## src/rtl/systolic_feeder.sv

```systemverilog
// Weight-tile buffer and activation skewer that feeds a systolic array:
// fill a tile, replay it as a load burst, stream a diagonal wavefront, drain.
module systolic_feeder #(
  parameter int ARRAY_SIZE   = 8,
  parameter int DATA_WIDTH   = 4,
  parameter int DRAIN_CYCLES = 16
) (
  input  logic                             clk,
  input  logic                             reset,
  input  logic                             w_valid,
  output logic                             w_ready,
  input  logic [ARRAY_SIZE*DATA_WIDTH-1:0] w_data,
  input  logic                             a_valid,
  output logic                             a_ready,
  input  logic [ARRAY_SIZE*DATA_WIDTH-1:0] a_data,
  input  logic                             a_last,
  output logic                             load,
  output logic [ARRAY_SIZE*DATA_WIDTH-1:0] weights,
  output logic [ARRAY_SIZE*DATA_WIDTH-1:0] activations,
  output logic                             busy,
  output logic                             done
);

  localparam int VW = ARRAY_SIZE * DATA_WIDTH;
  localparam int IW = (ARRAY_SIZE > 1) ? $clog2(ARRAY_SIZE) : 1;
  localparam int CW = (DRAIN_CYCLES > 1) ? $clog2(DRAIN_CYCLES) : 1;
  localparam logic [IW-1:0] IDX_LAST = IW'(ARRAY_SIZE - 1);
  localparam logic [CW-1:0] CNT_LAST = CW'(DRAIN_CYCLES - 1);

  typedef enum logic [1:0] {
    S_FILL   = 2'd0,
    S_LOAD   = 2'd1,
    S_STREAM = 2'd2,
    S_DRAIN  = 2'd3
  } state_t;

  state_t        state_r, state_s;
  logic [IW-1:0] row_cnt_r, row_cnt_s;
  logic [IW-1:0] load_idx_r, load_idx_s;
  logic [CW-1:0] drain_cnt_r, drain_cnt_s;
  logic          w_acc_s, a_acc_s, done_s;
  logic [VW-1:0] skew_in_s;
  logic [VW-1:0] buf_r [ARRAY_SIZE];
  logic [VW-1:0] weights_r;
  logic          load_r, busy_r, done_r, w_ready_r, a_ready_r;

  // Next-state, counters and handshake accepts
  always_comb begin
    state_s     = state_r;
    row_cnt_s   = row_cnt_r;
    load_idx_s  = load_idx_r;
    drain_cnt_s = drain_cnt_r;
    w_acc_s     = 1'b0;
    a_acc_s     = 1'b0;
    case (state_r)
      S_FILL: begin
        w_acc_s = w_valid;
        if (w_valid) begin
          if (row_cnt_r == IDX_LAST) begin
            row_cnt_s  = {IW{1'b0}};
            load_idx_s = {IW{1'b0}};
            state_s    = S_LOAD;
          end else begin
            row_cnt_s = row_cnt_r + 1'b1;
          end
        end else begin
          row_cnt_s = row_cnt_r;
        end
      end
      S_LOAD: begin
        if (load_idx_r == IDX_LAST) begin
          load_idx_s = {IW{1'b0}};
          state_s    = S_STREAM;
        end else begin
          load_idx_s = load_idx_r + 1'b1;
        end
      end
      S_STREAM: begin
        a_acc_s = a_valid;
        if (a_valid && a_last) begin
          drain_cnt_s = {CW{1'b0}};
          state_s     = S_DRAIN;
        end else begin
          state_s = S_STREAM;
        end
      end
      S_DRAIN: begin
        if (drain_cnt_r == CNT_LAST) begin
          drain_cnt_s = {CW{1'b0}};
          state_s     = S_FILL;
        end else begin
          drain_cnt_s = drain_cnt_r + 1'b1;
        end
      end
      default: begin
        state_s = S_FILL;
      end
    endcase
    done_s    = (state_s == S_DRAIN) && (drain_cnt_s == CNT_LAST);
    skew_in_s = a_acc_s ? a_data : {VW{1'b0}};
  end

  // State, counters and registered outputs (outputs track the next state)
  always_ff @(posedge clk or posedge reset) begin
    if (reset) begin
      state_r     <= S_FILL;
      row_cnt_r   <= {IW{1'b0}};
      load_idx_r  <= {IW{1'b0}};
      drain_cnt_r <= {CW{1'b0}};
      weights_r   <= {VW{1'b0}};
      load_r      <= 1'b0;
      busy_r      <= 1'b0;
      done_r      <= 1'b0;
      w_ready_r   <= 1'b1;
      a_ready_r   <= 1'b0;
    end else begin
      state_r     <= state_s;
      row_cnt_r   <= row_cnt_s;
      load_idx_r  <= load_idx_s;
      drain_cnt_r <= drain_cnt_s;
      weights_r   <= (state_s == S_LOAD) ? buf_r[load_idx_s] : {VW{1'b0}};
      load_r      <= (state_s == S_LOAD);
      busy_r      <= (state_s != S_FILL);
      done_r      <= done_s;
      w_ready_r   <= (state_s == S_FILL);
      a_ready_r   <= (state_s == S_STREAM);
    end
  end

  // Weight tile buffer, written in arrival order
  always_ff @(posedge clk or posedge reset) begin
    if (reset) begin
      for (int k = 0; k < ARRAY_SIZE; k++) begin
        buf_r[k] <= {VW{1'b0}};
      end
    end else if (w_acc_s) begin
      buf_r[row_cnt_r] <= w_data;
    end
  end

  // Lane i is delayed i+1 cycles so the array sees a diagonal wavefront
  for (genvar i = 0; i < ARRAY_SIZE; i++) begin : g_lane
    logic [DATA_WIDTH-1:0] pipe_r [i+1];

    // Per-lane skew shift register
    always_ff @(posedge clk or posedge reset) begin
      if (reset) begin
        for (int j = 0; j <= i; j++) begin
          pipe_r[j] <= {DATA_WIDTH{1'b0}};
        end
      end else begin
        pipe_r[0] <= skew_in_s[i*DATA_WIDTH +: DATA_WIDTH];
        for (int j = 1; j <= i; j++) begin
          pipe_r[j] <= pipe_r[j-1];
        end
      end
    end

    assign activations[i*DATA_WIDTH +: DATA_WIDTH] = pipe_r[i];
  end

  assign weights = weights_r;
  assign load    = load_r;
  assign busy    = busy_r;
  assign done    = done_r;
  assign w_ready = w_ready_r;
  assign a_ready = a_ready_r;

endmodule

```

## config.mk

```make
export PLATFORM = sky130hd
export DESIGN_NAME = systolic_feeder
export DESIGN_NICKNAME = d
export VERILOG_FILES = /design/src/rtl/systolic_feeder.sv
export SDC_FILE = /design/constraint.sdc
export NUM_CORES = 1
export LEC_CHECK = 0
export ABC_AREA = 1
export CAP_MARGIN = 10
export CELL_PAD_IN_SITES_DETAIL_PLACEMENT = 0
export CELL_PAD_IN_SITES_GLOBAL_PLACEMENT = 1
export CORE_MARGIN = 5
export CORE_UTILIZATION = 45
export CTS_CLUSTER_DIAMETER = 120
export DETAILED_ROUTE_END_ITERATION = 8
export PLACE_DENSITY_LB_ADDON = 0.12
export SETUP_SLACK_MARGIN = 0.5
export SYNTH_ARGS = -nofsm -noshare
export SYNTH_HDL_FRONTEND = slang
export SYNTH_SLANG_ARGS = --single-unit
```

## constraint.sdc

```tcl
create_clock -name clk -period 20.7 [get_ports clk]
set_clock_uncertainty 0.1 [all_clocks]
set_input_delay 5.175 -clock clk [delete_from_list [all_inputs] [get_ports clk]]
set_output_delay 5.175 -clock clk [all_outputs]
set_load 0.005 [all_outputs]
```

* After elaboration in Yosys (flattened, before gate mapping)
Index checks and enable logic that the tools add are counted. Widths: inputs -> output; s select.
Word-level totals: register bits after elaboration 449, input bits 69, output and inout port bits 69, word-level logic and storage cells 103
Cells by class: add/subtract/negate cells 3, order comparisons 3, eq/ne operators 10, muxes and demuxes 24, bitwise gates (word level) 2, reductions and logical operators 7
Operators by type and width (count):
- $bwmux 256 | 1
- $mux 32 | 5
- $bmux 32 s3 | 1
- $demux 32 s3 | 1
- $mux 3 | 4
- $eq 2x2->1 const B | 4
- $eq 4x4->1 const B | 2
- $ge 4x4->1 const B | 2
- $mux 2 | 4
- $mux 4 | 2
- $not 3->4 | 2
- $pmux 2 s4 | 1
- $pmux 4 s2 | 1
- $add 3x1->3 const B | 2
- $eq 3x3->1 const B | 2
- $pmux 3 s2 | 1
- $add 4x1->4 const B | 1
- $eq 2x1->1 const B | 2
- $logic_not 2->1 | 2
- $lt 4x1->1 const B | 1
- $logic_and 1x1->1 | 3
- $mux 1 | 3
- $reduce_and 2->1 | 1
- $reduce_bool 2->1 | 1

* Longest topological paths before layout
Gate-level depths: netlist of run 1.
depth in word-level cells 9, gate-level depth with buffers 13, gate-level depth less buffers 12

* Worst setup path before layout of run 1
Ideal clock, no wire load.
path kind input to register, start point input port w_valid, end point register weights_r[14], in the netlist weights[14], setup time 0.117 ns, arrival time 6.188 ns, data required time 20.483 ns, path slack 14.295 ns, stages 10, buffers on the path 2, path through nand2_1 > inv_1 > nand2_2 > buf_2 > buf_1 > nand4_1 > nand3_1 > nand3_1 > nand2_1 > nor2_1
On the way: word-level cells in the longest chain between the ends 7, elaborated cells on any way between the ends 10
RTL lines:
- from (decl) | line 10 | input logic w_valid,
- $mux 3 | line 58 | if (w_valid) begin
- $pmux 3 s2 | line 55 | case (state_r)
- $not 3->4 (implied by the code) | line 121 | weights_r <= (state_s == S_LOAD) ? buf_r[load_idx_s] : {VW{1'b0}};
- $bmux 32 s3 | line 121
- $mux 32 (implied by the code) (2 in a row) | line 121
- $mux 32 * | line 121
- to (signal assigned) | line 110 | weights_r <= {VW{1'b0}};
- to (signal assigned) | line 121
- to (decl) | line 44 | logic [VW-1:0] weights_r;
Every way passes the cells marked *; elsewhere a longest branch is shown, timed or not. The select of a mux whose other input is x is not followed. A chain may end at the register's enable or synchronous reset.

* Worst setup path after layout of run 1
start point input port w_valid, end point register weights_r[11], in the netlist weights[11]
The elaborated chain is that of the path after synthesis.

==> results by group, run 1 <==
Status
  • Status: complete, no violations

Clock tree
  • Worst-skew pair later-pin latency: approximately 0.58 ns
  • Post-CTS Resized: 0
  • CTS tree: yes
  • Clock Path Buffers: 3
  • Cts hold-fix bufs: 0
  • Reg clk slew, reported paths: roughly 0.060 ns
  • CTS buffer count: 47
  • # clock sinks: ~450
  • Number of post-CTS setup repair buffers: 0
  • Clock root cell: clkbuf_16
  • CTS H-Tree Depth: 2

STA
  • Worst Tran Pin Value: around 1.1 ns
  • Slew margin rel.: 0.283
  • Sum Neg Setup Slack: 0 ns
  • Final number of max-transition violations: 0
  • # setup viols final: 0
  • Min cycle time layout: around 8.6 ns
  • Final hold violation count: 0
  • Fraction of the cycle the final worst path needs: 0.414
  • Fmax: 117 MHz
  • RSZ-0062 raised after global routing: no

Cells and area
  • Layout cells sized above 1: 0.0530
  • Final instance area: between 20,000 and 25,000 µm²
  • Fin nets: 2,226
  • Synth-to-Final Area Change: 16.7%

Synthesis
  • Synthesized cell area: approximately 18,000 µm²
  • Yosys synthesis warning count: 0
  • Avg Cell Area, Syn: just under 9 µm²
  • Mux share of post-synthesis cell area: 0
  • Main combinational cell family by area after synthesis: simple AND/OR/NAND/NOR gates
  • Most frequent cells after synthesis: 529 x nand2_1, 448 x dfrtp_1, 304 x inv_1, 244 x o21ai_0, 170 x nor2_1
  • Post-synth ARST share: 1.00
  • Ys flop type: dfrtp_1
  • Seq cells post-synth: 449
  • Post-synthesis xor/xnor area fraction: 0.000476
  • Synth Area in Compound Gates: 0.0735
  • Area leader, netlist: dfrtp_1
  • Sequential area share after synthesis: 0.611
  • Most frequent cell after synthesis: nand2_1
  • Adder-cell share of the synthesized area: 0.00340
  • Area share of the leading cell type in the synthesized netlist: 0.610
  • Simple-gate share of the synthesized area: 0.210
  • Top cells by area, synth: dfrtp_1 61%, nand2_1 11%, o21ai_0 6.6%, inv_1 6.2%, nand3_1 3.6%
  • Synth Net Count: 2,165
  • Synth Instances: 2,091
  • Synth cell types: 31
  • Post-synth EDFFs: 0

Global route
  • Largest net degree at the start of global routing: 154
  • First-pass GRT wire length: around 74,000 µm
  • Vias in the first global route: 13,400
  • Remaining global-route overflow: 0
  • Global Route Usage Sum: 0.206
  • Initial antenna violation count: 1

Setup path
  • Crit path max fanout: 69
  • Crit-path leading delay family: buffers and inverters
  • Startpoint Class: input port
  • Worst Path Buf+Inv: 4
  • Worst path most repeated cell: nand2_1
  • Type of element capturing the critical path: register
  • CP cell instances: clkdlybuf4s50_1 > nand2_1 > inv_1 > nand2_2 > buf_4 > nand3_4 > inv_2 > nand2_1 > nand3_1 > nand2_1 > nor2_1 > nor2_1
  • Critical-path top delay cell: inv_2
  • Critical Path AT: 8.95 ns
  • Critical Path Max Stage Delay: 1.05 ns
  • Worst Path Required: between 20 and 25 ns
  • Setup CP Type: input port to register

Die
  • Rows: 74
  • Die extent in y: 212 µm
  • Core area: approximately 40,000 µm²
  • I/O pin count: 138
  • Die ar.: 45,000 µm²
  • Die X: 212 µm
  • Starting density of the core: 0.453

Route
  • # DRC: 0
  • Router iterations before antenna repair: 5
  • Vias: 13,400
  • Initial DRC count: 951
  • Detailed-route wire length per cell: 16.5 µm
  • Post-route ant nets: 0
  • WL final: 44,900 µm
  • Vias per cell: ~4.9

Placed design
  • Port Buf Inserts: approximately 140
  • Area after DPL: between 15,000 and 20,000 µm²
  • Final GP Congestion: 0.770
  • Detailed-placement wirelength estimate: 23,000 µm

Power and ir drop
  • Worst VDD drop: 75.2 µV
  • P per Cell Area: 135 nW/µm²
  • Leak pwr: 10.5 nW

Run
  • Max_cap viols: 0

Worst hold path
  • Min-Delay Path Class: register to register
==> kinds of logic after synthesis <==
logic type | count (synthesis)
AOI/OAI and AO/OA | 268
and+or+nand+nor | 914
adders and majority gates | 5
buffers and inverters | 454
xor gates and xnor gates | 1
DFF | 449
==> registers in the layout, indices dropped and copies added (netlist names) <==
register / cells
done: 1
load: 1
drain_cnt_r: 4
load_idx_r: 3
buf_r: 256
a_ready: 1
state_r: 2
activations: 28
row_cnt_r: 3
w_ready: 1
weights: 32
g_lane.pipe_r: 116
busy: 1
==> through the flow <==
| stage | power, W | instances | utilization | setup slack [ns] | hold WS [ns] |
|---|---|---|---|---|---|
| floorplan | 0.00179 | 2091 | - | 2.91 | 0.231 |
| global placement | 0.00207 | 2635 | 0.490 | 11.57 | 0.232 |
| global route | 0.00311 | 2721 | 0.528 | 11.81 | 0.246 |
| finish | 0.00289 | 2721 | 0.528 | 12.13 | 0.239 |
| CTS | 0.00293 | 2720 | 0.528 | 12.21 | 0.245 |
| detailed placement | 0.00208 | 2635 | 0.490 | 11.59 | 0.235 |
==> layer usage <==
| metal | routed length (µm) | vias to the layer above | part of all wire | track usage |
|---|---|---|---|---|
| met5 | 0 | - | 0 | 0 |
| met4 | 921 | 0 | 0.021 | 0.0509 |
| met3 | 2340 | 62 | 0.052 | 0.0395 |
| met2 | 21200 | 294 | 0.47 | 0.339 |
| met1 | 20400 | 6496 | 0.45 | 0.285 |
| li1 | - | 6568 | - | - |
==> cells in the final DEF (no fill, tap or decap), types with 2 or more instances in the layout <==
master	instances
nand2_1	527
dfrtp_1	448
inv_1	303
o21ai_0	244
nor2_1	170
clkdlybuf4s50_1	137
nand3_1	134
nand4_1	66
clkbuf_16	47
buf_4	19
o21ai_1	16
clkbuf_1	11
clkbuf_8	11
clkinv_2	7
ha_1	5
nand2_2	4
a21oi_1	4
inv_2	3
nand4_2	3
nand3_2	2
nand3_4	2
nor3_4	2
clkinv_8	2
bufinv_16	2
clkinv_4	2
clkinvlp_4	2
==> area by class of cell <==
cell class	count	area [µm²]
Inverter	309	1170
Fill cell	3836	19200
Clock buffer	69	1370
Tap cell	532	666
Multi-Input combinational cell	1188	5310
Timing Repair Buffer	157	1530
Clock inverter	16	184
Sequential cell	449	11200
Antenna cell	1	2.50
==> where the power goes <==
| group | switching (W) | leakage (nW) | internal [W] |
|---|---|---|---|
| combinational | 0.000610 | 3.92 | 0.000321 |
| clock | 0.000351 | 0.760 | 0.000487 |
| sequential | 0.0000749 | 5.85 | 0.00105 |
==> worst paths after layout <==
kind	from	to	slack [ns]	depth (start not counted)
min reg2reg	g_lane[4].pipe_r[8]$_DFF_PP0_	g_lane[4].pipe_r[4]$_DFF_PP0_	0.24	0
max	w_valid	weights[11]$_DFF_PP0_	12.13	12
max reg2reg	row_cnt_r[1]$_DFFE_PP0P_	weights[11]$_DFF_PP0_	16.24	13
max in group asynchronous	reset	weights[7]$_DFF_PP0_	13.56	4
min in group asynchronous	reset	activations[24]$_DFF_PP0_	5.01	2
min	g_lane[4].pipe_r[8]$_DFF_PP0_	g_lane[4].pipe_r[4]$_DFF_PP0_	0.24	0
Power figures use the tool's default switching activity.
==> run 2: changes to the inputs <==
clock period = 8.3 ns   (was 20.7 ns; I/O delays follow)
==> run 2 against run 1 <==
Sequential share of layout area down 0.23 points. Combinational power up 150%. Hold slack better by 0.0049 ns. Core utilization up 0.23 points. Critical path type unchanged. Largest power group unchanged.
==> results by group, run 2 (synthesized netlist as in run 1, its figures left out) <==
Power and ir drop
  • P per Cell Area: approximately 340 nW/µm²
  • Leak pwr: 10.6 nW
  • Worst VDD drop: 205 µV
  • Tot Pwr: 0.00727 W

Die
  • Die ar.: roughly 45,000 µm²
  • Die X: about 210 µm
  • Starting density of the core: 0.453
  • Core area: a little over 40,000 µm²
  • I/O pin count: ~140
  • Die extent in y: 212 µm
  • Rows: between 70 and 80

STA
  • Final number of max-transition violations: 0
  • # setup viols final: 0
  • Worst Tran Pin Value: 1.05 ns
  • RSZ-0062 raised after global routing: no
  • Fraction of the cycle the final worst path needs: 0.624
  • Sum Neg Setup Slack: 0 ns
  • Min cycle time layout: 5.18 ns
  • Fmax: a little under 200 MHz
  • Hold_ws: 0.244 ns
  • Final hold violation count: 0
  • Slew margin rel.: 0.299
  • Setup WS post-layout: 3.12 ns

Route
  • # DRC: 0
  • Post-route ant nets: 0
  • Vias: 13,400
  • WL final: 44,600 µm
  • Initial DRC count: ~960
  • Vias per cell: approximately 5
  • Detailed-route wire length per cell: 16.4 µm
  • Router iterations before antenna repair: 5

Cells and area
  • Largest Register: buf_r
  • Layout cells sized above 1: 0.0579
  • Fin nets: ~2,200
  • Most common cell after layout, fill and taps aside: nand2_1
  • Diode count: 0
  • Commonest non-fill, non-tap cells in the layout: 527 x nand2_1, 448 x dfrtp_1, 303 x inv_1, 244 x o21ai_0, 170 x nor2_1
  • Max FFs per register: 256
  • Synth-to-Final Area Change: 17.3%
  • Post-route insts no fill: 2,726

Clock tree
  • Post-CTS Resized: 0
  • CTS H-Tree Depth: 2
  • # clock sinks: 449
  • Worst-skew pair later-pin latency: 0.58 ns
  • Clock Path Buffers: 3
  • Clock root cell: clkbuf_16
  • CTS buffer count: 48
  • Cts hold-fix bufs: 0
  • Number of post-CTS setup repair buffers: 0
  • CTS tree: yes
  • Reg clk slew, reported paths: 0.06 ns

Setup path
  • Critical Path Max Stage Delay: around 0.60 ns
  • Type of element capturing the critical path: register
  • Crit path max fanout: 43
  • Critical-path top delay cell: buf_4
  • Worst Path Required: 8.69 ns
  • Critical Path AT: 5.57 ns
  • Startpoint Class: input port
  • Crit-path leading delay family: buffers and inverters
  • Setup CP Type: input port to register
  • CP cell instances: clkdlybuf4s50_1 > nand2_1 > inv_1 > nand2_2 > buf_4 > nand2_1 > nor2_4 > buf_4 > inv_1 > buf_4 > nand2_1 > nor2_1 > nor2_1
  • Worst Path Buf+Inv: 6
  • R2r setup slk: 4.12 ns

Placed design
  • Final GP Congestion: 0.758
  • Dpl ws: 2.54 ns
  • Detailed-placement wirelength estimate: 24,200 µm
  • Port Buf Inserts: 137
  • Inst Count DP: 2,638

Global route
  • First-pass GRT wire length: 73,200 µm
  • Remaining global-route overflow: 0
  • Global Route Usage Sum: 0.204
  • Largest net degree at the start of global routing: between 100 and 150
  • Vias in the first global route: 13,400
  • Initial antenna violation count: 0

Worst hold path
  • Min-Delay Path Class: register to register

Status
  • Status: complete, no violations

Run
  • Max_cap viols: 0
## run 2: worst paths after layout
check	endpoint	from	cells after the start
max	weights[9]$_DFF_PP0_	w_valid	13
min	g_lane[6].pipe_r[17]$_DFF_PP0_	g_lane[6].pipe_r[21]$_DFF_PP0_	0
max reg2reg	weights[9]$_DFF_PP0_	row_cnt_r[1]$_DFFE_PP0P_	14
min reg2reg	g_lane[6].pipe_r[17]$_DFF_PP0_	g_lane[6].pipe_r[21]$_DFF_PP0_	0
max in group asynchronous	buf_r[232]$_DFFE_PP0P_	reset	4
min in group asynchronous	g_lane[5].pipe_r[6]$_DFF_PP0_	reset	2
## run 2: through the flow
step | utilization | instance area (µm²)
after global routing | 0.531 | 21600
after global placement | 0.491 | 19900
after CTS | 0.531 | 21600
after detailed placement | 0.491 | 19900
after floorplan | - | 18400
final | 0.531 | 21600
## run 2: worst reg2reg max path: stages (launching register included)
cell and delay (ns):
dfrtp_1 0.49, ha_1 0.24, ha_1 0.19, nand2_1 0.06
inv_1 0.05, nand2_2 0.49, buf_4 0.61, nand2_1 0.19
nor2_4 0.10, buf_4 0.47, inv_1 0.44, buf_4 0.39
nand2_1 0.12, nor2_1 0.04, nor2_1 0.12
## run 2: cell type report
type / count / area [µm²]
fill: 3820 / 19100
clock inverter: 22 / 239
inverter: 309 / 1160
clock buffer: 66 / 1390
sequential: 449 / 11200
tap: 532 / 666
multi-input combinational: 1188 / 5300
timing repair buffer: 160 / 1570
## run 2: power by group
part           internal [W]  switching (W)  leakage (nW)
clock               0.00130       0.000878         0.813
sequential          0.00262       0.000191          5.85
combinational      0.000795        0.00150          3.93
total               0.00471        0.00256          10.6
## run 2: per-layer routing
layer	track usage	routed length, µm	vias up
li1	-	-	6578
met1	0.282	20000	6430
met2	0.334	21400	291
met3	0.0400	2430	61
met4	0.0526	805	0
met5	0	0	-
